--- src/rtl/lnrv_exu_wbck_arb.sv ---
// lnrv_exu_wbck_arb: arbitrates ALU/MDV/LSU writebacks into one registered GPR write entry
module lnrv_exu_wbck_arb #(
    parameter bit RR_EN = 1'b1
) (
    input  logic        clk,
    input  logic        reset_n,
    input  logic        alu_wbck_vld,
    output logic        alu_wbck_rdy,
    input  logic [31:0] alu_wbck_wdata,
    input  logic [4:0]  alu_wbck_rd_idx,
    input  logic        mdv_wbck_vld,
    output logic        mdv_wbck_rdy,
    input  logic [31:0] mdv_wbck_wdata,
    input  logic [4:0]  mdv_wbck_rd_idx,
    input  logic        lsu_wbck_vld,
    output logic        lsu_wbck_rdy,
    input  logic [31:0] lsu_wbck_wdata,
    input  logic [4:0]  lsu_wbck_rd_idx,
    output logic        gpr_wbck_vld,
    input  logic        gpr_wbck_rdy,
    output logic [31:0] gpr_wbck_wdata,
    output logic [4:0]  gpr_wbck_rd_idx,
    output logic [1:0]  gpr_wbck_src
);
    logic        out_vld, load_en, any, ld;
    logic [1:0]  last_grant, start, rr_sel, fp_sel, sel;
    logic [2:0]  v, r, k_s;
    logic [31:0] wd;
    logic [4:0]  rd;

    assign v       = {lsu_wbck_vld, mdv_wbck_vld, alu_wbck_vld};
    assign load_en = !out_vld | gpr_wbck_rdy;

    // r is v rotated so r[0] is the requester right after last_grant
    always_comb begin
        start  = (last_grant == 2'd0) ? 2'd1 : (last_grant == 2'd1) ? 2'd2 : 2'd0;
        r      = (start == 2'd0) ? v : (start == 2'd1) ? {v[0], v[2], v[1]} : {v[1], v[0], v[2]};
        k_s    = {1'b0, start} + (r[0] ? 3'd0 : r[1] ? 3'd1 : 3'd2);
        rr_sel = (k_s >= 3'd3) ? k_s[1:0] + 2'd1 : k_s[1:0];
        fp_sel = v[2] ? 2'd2 : v[1] ? 2'd1 : 2'd0;
        sel    = RR_EN ? rr_sel : fp_sel;
        any    = (|v) & load_en & reset_n;
        wd     = (sel == 2'd2) ? lsu_wbck_wdata : (sel == 2'd1) ? mdv_wbck_wdata : alu_wbck_wdata;
        rd     = (sel == 2'd2) ? lsu_wbck_rd_idx : (sel == 2'd1) ? mdv_wbck_rd_idx : alu_wbck_rd_idx;
        ld     = any & (rd != 5'd0);
    end

    assign alu_wbck_rdy = any & (sel == 2'd0);
    assign mdv_wbck_rdy = any & (sel == 2'd1);
    assign lsu_wbck_rdy = any & (sel == 2'd2);
    assign gpr_wbck_vld = out_vld;

    // writes to x0 are consumed without occupying the entry
    always_ff @(posedge clk) begin
        if (!reset_n) begin
            out_vld         <= 1'b0;
            gpr_wbck_wdata  <= 32'd0;
            gpr_wbck_rd_idx <= 5'd0;
            gpr_wbck_src    <= 2'd0;
            last_grant      <= 2'd2;
        end else begin
            out_vld <= ld | (out_vld & !gpr_wbck_rdy);
            if (any && RR_EN) last_grant <= sel;
            if (ld) begin
                gpr_wbck_wdata  <= wd;
                gpr_wbck_rd_idx <= rd;
                gpr_wbck_src    <= sel;
            end
        end
    end
endmodule

--- config.mk ---
export PLATFORM = sky130hd
export DESIGN_NAME = lnrv_exu_wbck_arb
export DESIGN_NICKNAME = d
export VERILOG_FILES = /design/src/rtl/lnrv_exu_wbck_arb.sv
export SDC_FILE = /design/constraint.sdc
export NUM_CORES = 1
export LEC_CHECK = 0
export BUFFER_PORTS_ARGS = -buffer_cell sky130_fd_sc_hd__buf_2
export CORE_ASPECT_RATIO = 0.7
export CORE_MARGIN = 2
export CORE_UTILIZATION = 30
export CTS_CLUSTER_SIZE = 20
export DETAILED_ROUTE_END_ITERATION = 16
export HOLD_SLACK_MARGIN = 0.15
export MAX_ROUTING_LAYER = met4
export PLACE_DENSITY = 0.75
export SLEW_MARGIN = 20
export SYNTH_ARGS = -nofsm -noshare
export SYNTH_HDL_FRONTEND = slang
export SYNTH_SLANG_ARGS = --single-unit
export TNS_END_PERCENT = 100
--- constraint.sdc ---
create_clock -name clk -period 3.6 [get_ports clk]
set_input_delay 0.18 -clock clk [delete_from_list [all_inputs] [get_ports clk]]
set_output_delay 0.18 -clock clk [all_outputs]
set_load 0.01 [all_outputs]
==> results_dict.tcl <==
set metrics [dict create \
    status "complete, but fails checks" \
    failing_checks "setup timing" \
    first_global_vias 2578 \
    cpMostUsedCell "inv_2" \
    critical_path.endpoint_type "flop" \
    switch_share_pct 44.9 \
    syn_avg_cell_area_sq_um 8.98 \
    worstPathCellList "nor3_2 > a311oi_1 > a21oi_1 > ha_2 > inv_2 > fa_1 > inv_2 > ha_4 > nor2b_4 > mux2_4 > o32ai_4 > nor2_4 > o41ai_4 > buf_4 > clkbuf_16 > mux2i_1" \
    postSynth.topFlopCell "dfxtp_1" \
    route.detailed.vias_per_inst 4.87 \
    cell_area_power_density_nw_per_um2 1290 \
    cp_data_arrival_time_ps 3860 \
    vias 2681 \
    start_util_pct 31.0 \
    maxSlewViolCount 0 \
    yosys_register_bits 42 \
    critical-path-top-delay-family "compound AO/OA/AOI/OAI gates" \
    drc_errors 0 \
    yosysWarnings 0 \
    drtIter0Drc 95 \
    report.final.setup_viol 35 \
    clk_latency_ps 270 \
    routabilityCongestion 0.837 \
    total_leakage_power_nw 1.95 \
    synth_seq_area_share_pct 34.4 \
    htree_num_levels 2 \
    top_level_ports 160 \
    synth_cell_types 39 \
    clkSlewWorstSetupHoldPaths_ps 50 \
    power.share.sequential_pct 16.1 \
    finalWirelength_um 7960 \
    synth-async-reset-ratio_pct 0 \
    max_cap_violation_count 0 \
    worst-path-max-fanout 9 \
    start_kind "flop" \
    timing_hold_violations_final 0 \
    final.setup_skew_ps 4.67 \
    hold_buffers 0 \
    count_of_flip_flops_with_a_built_in_enable_after_synthesis 0 \
    drtPass1Iterations 4 \
    finish.utilization_pct 48.8 \
    chipHeight_um 79.5 \
    rsz0062_at_grt "true" \
    num-nets-final 568 \
    max_freq_mhz 274 \
    port_buffers 159 \
    antenna_cells_inserted 0 \
    drive_above_1_share_pct 50.1 \
    worstMarginPinSlew_ps 534 \
    detail_route.wl_per_cell_um 14.5 \
    syn-cell-area_sq_um 2440 \
    design.core.area_sq_um 7870 \
    combinationalPowerShare_pct 74.0 \
    cpMaxStageDelayCell "fa_1" \
    required_ps 3800 \
    slowest_delay_ps 510 \
    fp.dieW_um 112 \
    slew_headroom_pct 64.3 \
    numCtsBuffers 5 \
    tritoncts "built" \
    internal-power_mw 2.74 \
    gr-usage-all-layers_pct 17.2 \
    layout-area-overhead-vs-synth_pct 57.3 \
    placement_rows 27 \
    cts-root-to-sink-buffers 2 \
    clock_tree.root_cell "clkbuf_16" \
    dp_hpwl_um 5880 \
    antenna_violating_nets_remaining 0 \
    post_synth_inst_count 272 \
    grt_remaining_overflow 0 \
    hp-class "primary input to flop" \
    grt_antenna_before_repair 0 \
    floorplan.die_area_sq_um 8890 \
    clkPwrFrac_pct 10.0 \
    grt_pass1_wl_um 12100 \
    critical_path_buf_inv_count 4 \
    finalCriticalPeriod_ps 3660 \
    clkSinkCount 42 \
    finalCritPeriodShare_pct 102 \
    grt_start_max_net_pins 33 \
    timing.setup.critical_path_class "flop to flop" \
    p_switching_mw 2.23 \
    syn_nets 392 \
    timing.setup.tns_ps -1070 \
    worst_ir_drop_vdd_uv 1230 \
    setup_slack_ps -55.2 \
]
## through the flow
stage	instances	total power, mW	worst slack, ps	area (sq um)	hold WS, ps
floorplan	272	2.95	64.7	2440	356
global placement	530	3.89	-24.6	3400	443
detailed placement	530	4.03	-150	3400	451
CTS	544	4.73	-7.01	3670	172
global route	550	5.42	-206	3840	197
finish	550	4.97	-55.2	3840	176
## layout make-up
class	instances	area (sq um)
sequential	42	845
clock buffer	6	129
inverter	4	15.0
tap	101	126
timing repair buffer	191	1140
multi-input combinational	204	1550
clock inverter	2	37.5
fill	744	4030
## cell usage after synthesis, types with 2 or more instances
cell type | instances | area share (%)
ha_1 | 2 | 1.0
buf_12 | 3 | 2.5
buf_6 | 2 | 0.92
clkbuf_1 | 9 | 1.4
nor2b_1 | 3 | 0.77
buf_2 | 2 | 0.41
mux2i_1 | 36 | 15
buf_1 | 5 | 0.77
inv_1 | 4 | 0.61
and2_1 | 3 | 0.77
o22a_1 | 32 | 11
nand2_1 | 40 | 6.1
a21o_1 | 3 | 0.92
nor3_1 | 5 | 1.0
o21ai_0 | 34 | 7.0
o22ai_2 | 2 | 1.0
dfxtp_1 | 42 | 34
o221a_2 | 2 | 0.92
o32ai_1 | 2 | 0.72
nor2_1 | 15 | 2.3
nand2b_1 | 3 | 0.77
o311a_1 | 3 | 1.2
a21oi_1 | 4 | 0.82
## state kept, by name, summed over array words and instances (netlist names)
signal,count
gpr_wbck_vld,1
last_grant,2
gpr_wbck_wdata,32
gpr_wbck_rd_idx,5
gpr_wbck_src,2
## cell families (layout without fill, tap and decap cells)
| family | after synthesis | after routing | synth area share (%) |
|---|---|---|---|
| and+or+nand+nor | 75 | 75 | 13.8 |
| AOI/OAI and AO/OA | 88 | 88 | 27.3 |
| adders and majority gates | 3 | 3 | 1.84 |
| muxes | 37 | 37 | 15.4 |
| xor gates and xnor gates | 1 | 1 | 0.359 |
| DFF | 42 | 42 | 34.4 |
| buffers and inverters | 26 | 203 | 6.86 |
## power groups by stage
stage / logic (mW) / clock network (mW) / registers (mW)
floorplan: 2.06 / 0 / 0.888
global placement: 3.10 / 0 / 0.794
detailed placement: 3.23 / 0 / 0.796
CTS: 3.42 / 0.517 / 0.792
global route: 4.06 / 0.537 / 0.821
finish: 3.68 / 0.496 / 0.798
## timing repair
item,CTS,global route
pin swaps,5,2
gates cloned,1,3
gates resized for setup,11,17
buffers inserted,6,3
endpoints found under the setup margin,40,39
## metal layers
layer | vias to the layer above | global-route usage, % | wire length [um]
met5 | - | - | 0
met4 | 0 | 4.07 | 38
met3 | 4 | 4.25 | 566
met2 | 116 | 28.9 | 3790
met1 | 1213 | 21.0 | 3570
li1 | 1348 | - | -
## worst min-delay path, cell delays in order
cell,delay (ps)
buf_2,80
nor2b_1,40
nand2_1,60
nand2_1,50
## cells in the final DEF (no fill, tap or decap), types with 2 or more instances in the layout
| cell | n |
|---|---|
| clkbuf_16 | 8 |
| inv_2 | 2 |
| dfxtp_1 | 41 |
| buf_2 | 159 |
| nor2_4 | 2 |
| a21oi_1 | 3 |
| o22a_1 | 32 |
| nor3_2 | 2 |
| buf_4 | 25 |
| nor2_1 | 11 |
| inv_1 | 2 |
| nor3_1 | 4 |
| o21ai_0 | 34 |
| mux2i_1 | 34 |
| buf_12 | 2 |
| nor2b_1 | 3 |
| nor2_2 | 2 |
| o221a_2 | 2 |
| and2_1 | 3 |
| nand2b_1 | 3 |
| o32ai_4 | 2 |
| nand2_1 | 40 |
| o311a_1 | 3 |
| a21o_1 | 3 |
## final timing paths
| path | from | cells after the start | endpoint | slack (ps) |
|---|---|---|---|---|
| setup / recovery | last_grant[0] | 16 | gpr_wbck_src[1] | -60 |
| hold / removal | gpr_wbck_rdy | 4 | gpr_wbck_vld | 180 |
| setup reg to reg | last_grant[0] | 16 | gpr_wbck_src[1] | -60 |
| hold reg to reg | gpr_wbck_wdata[14] | 2 | gpr_wbck_wdata[14] | 460 |
Power figures use the tool's default switching activity.
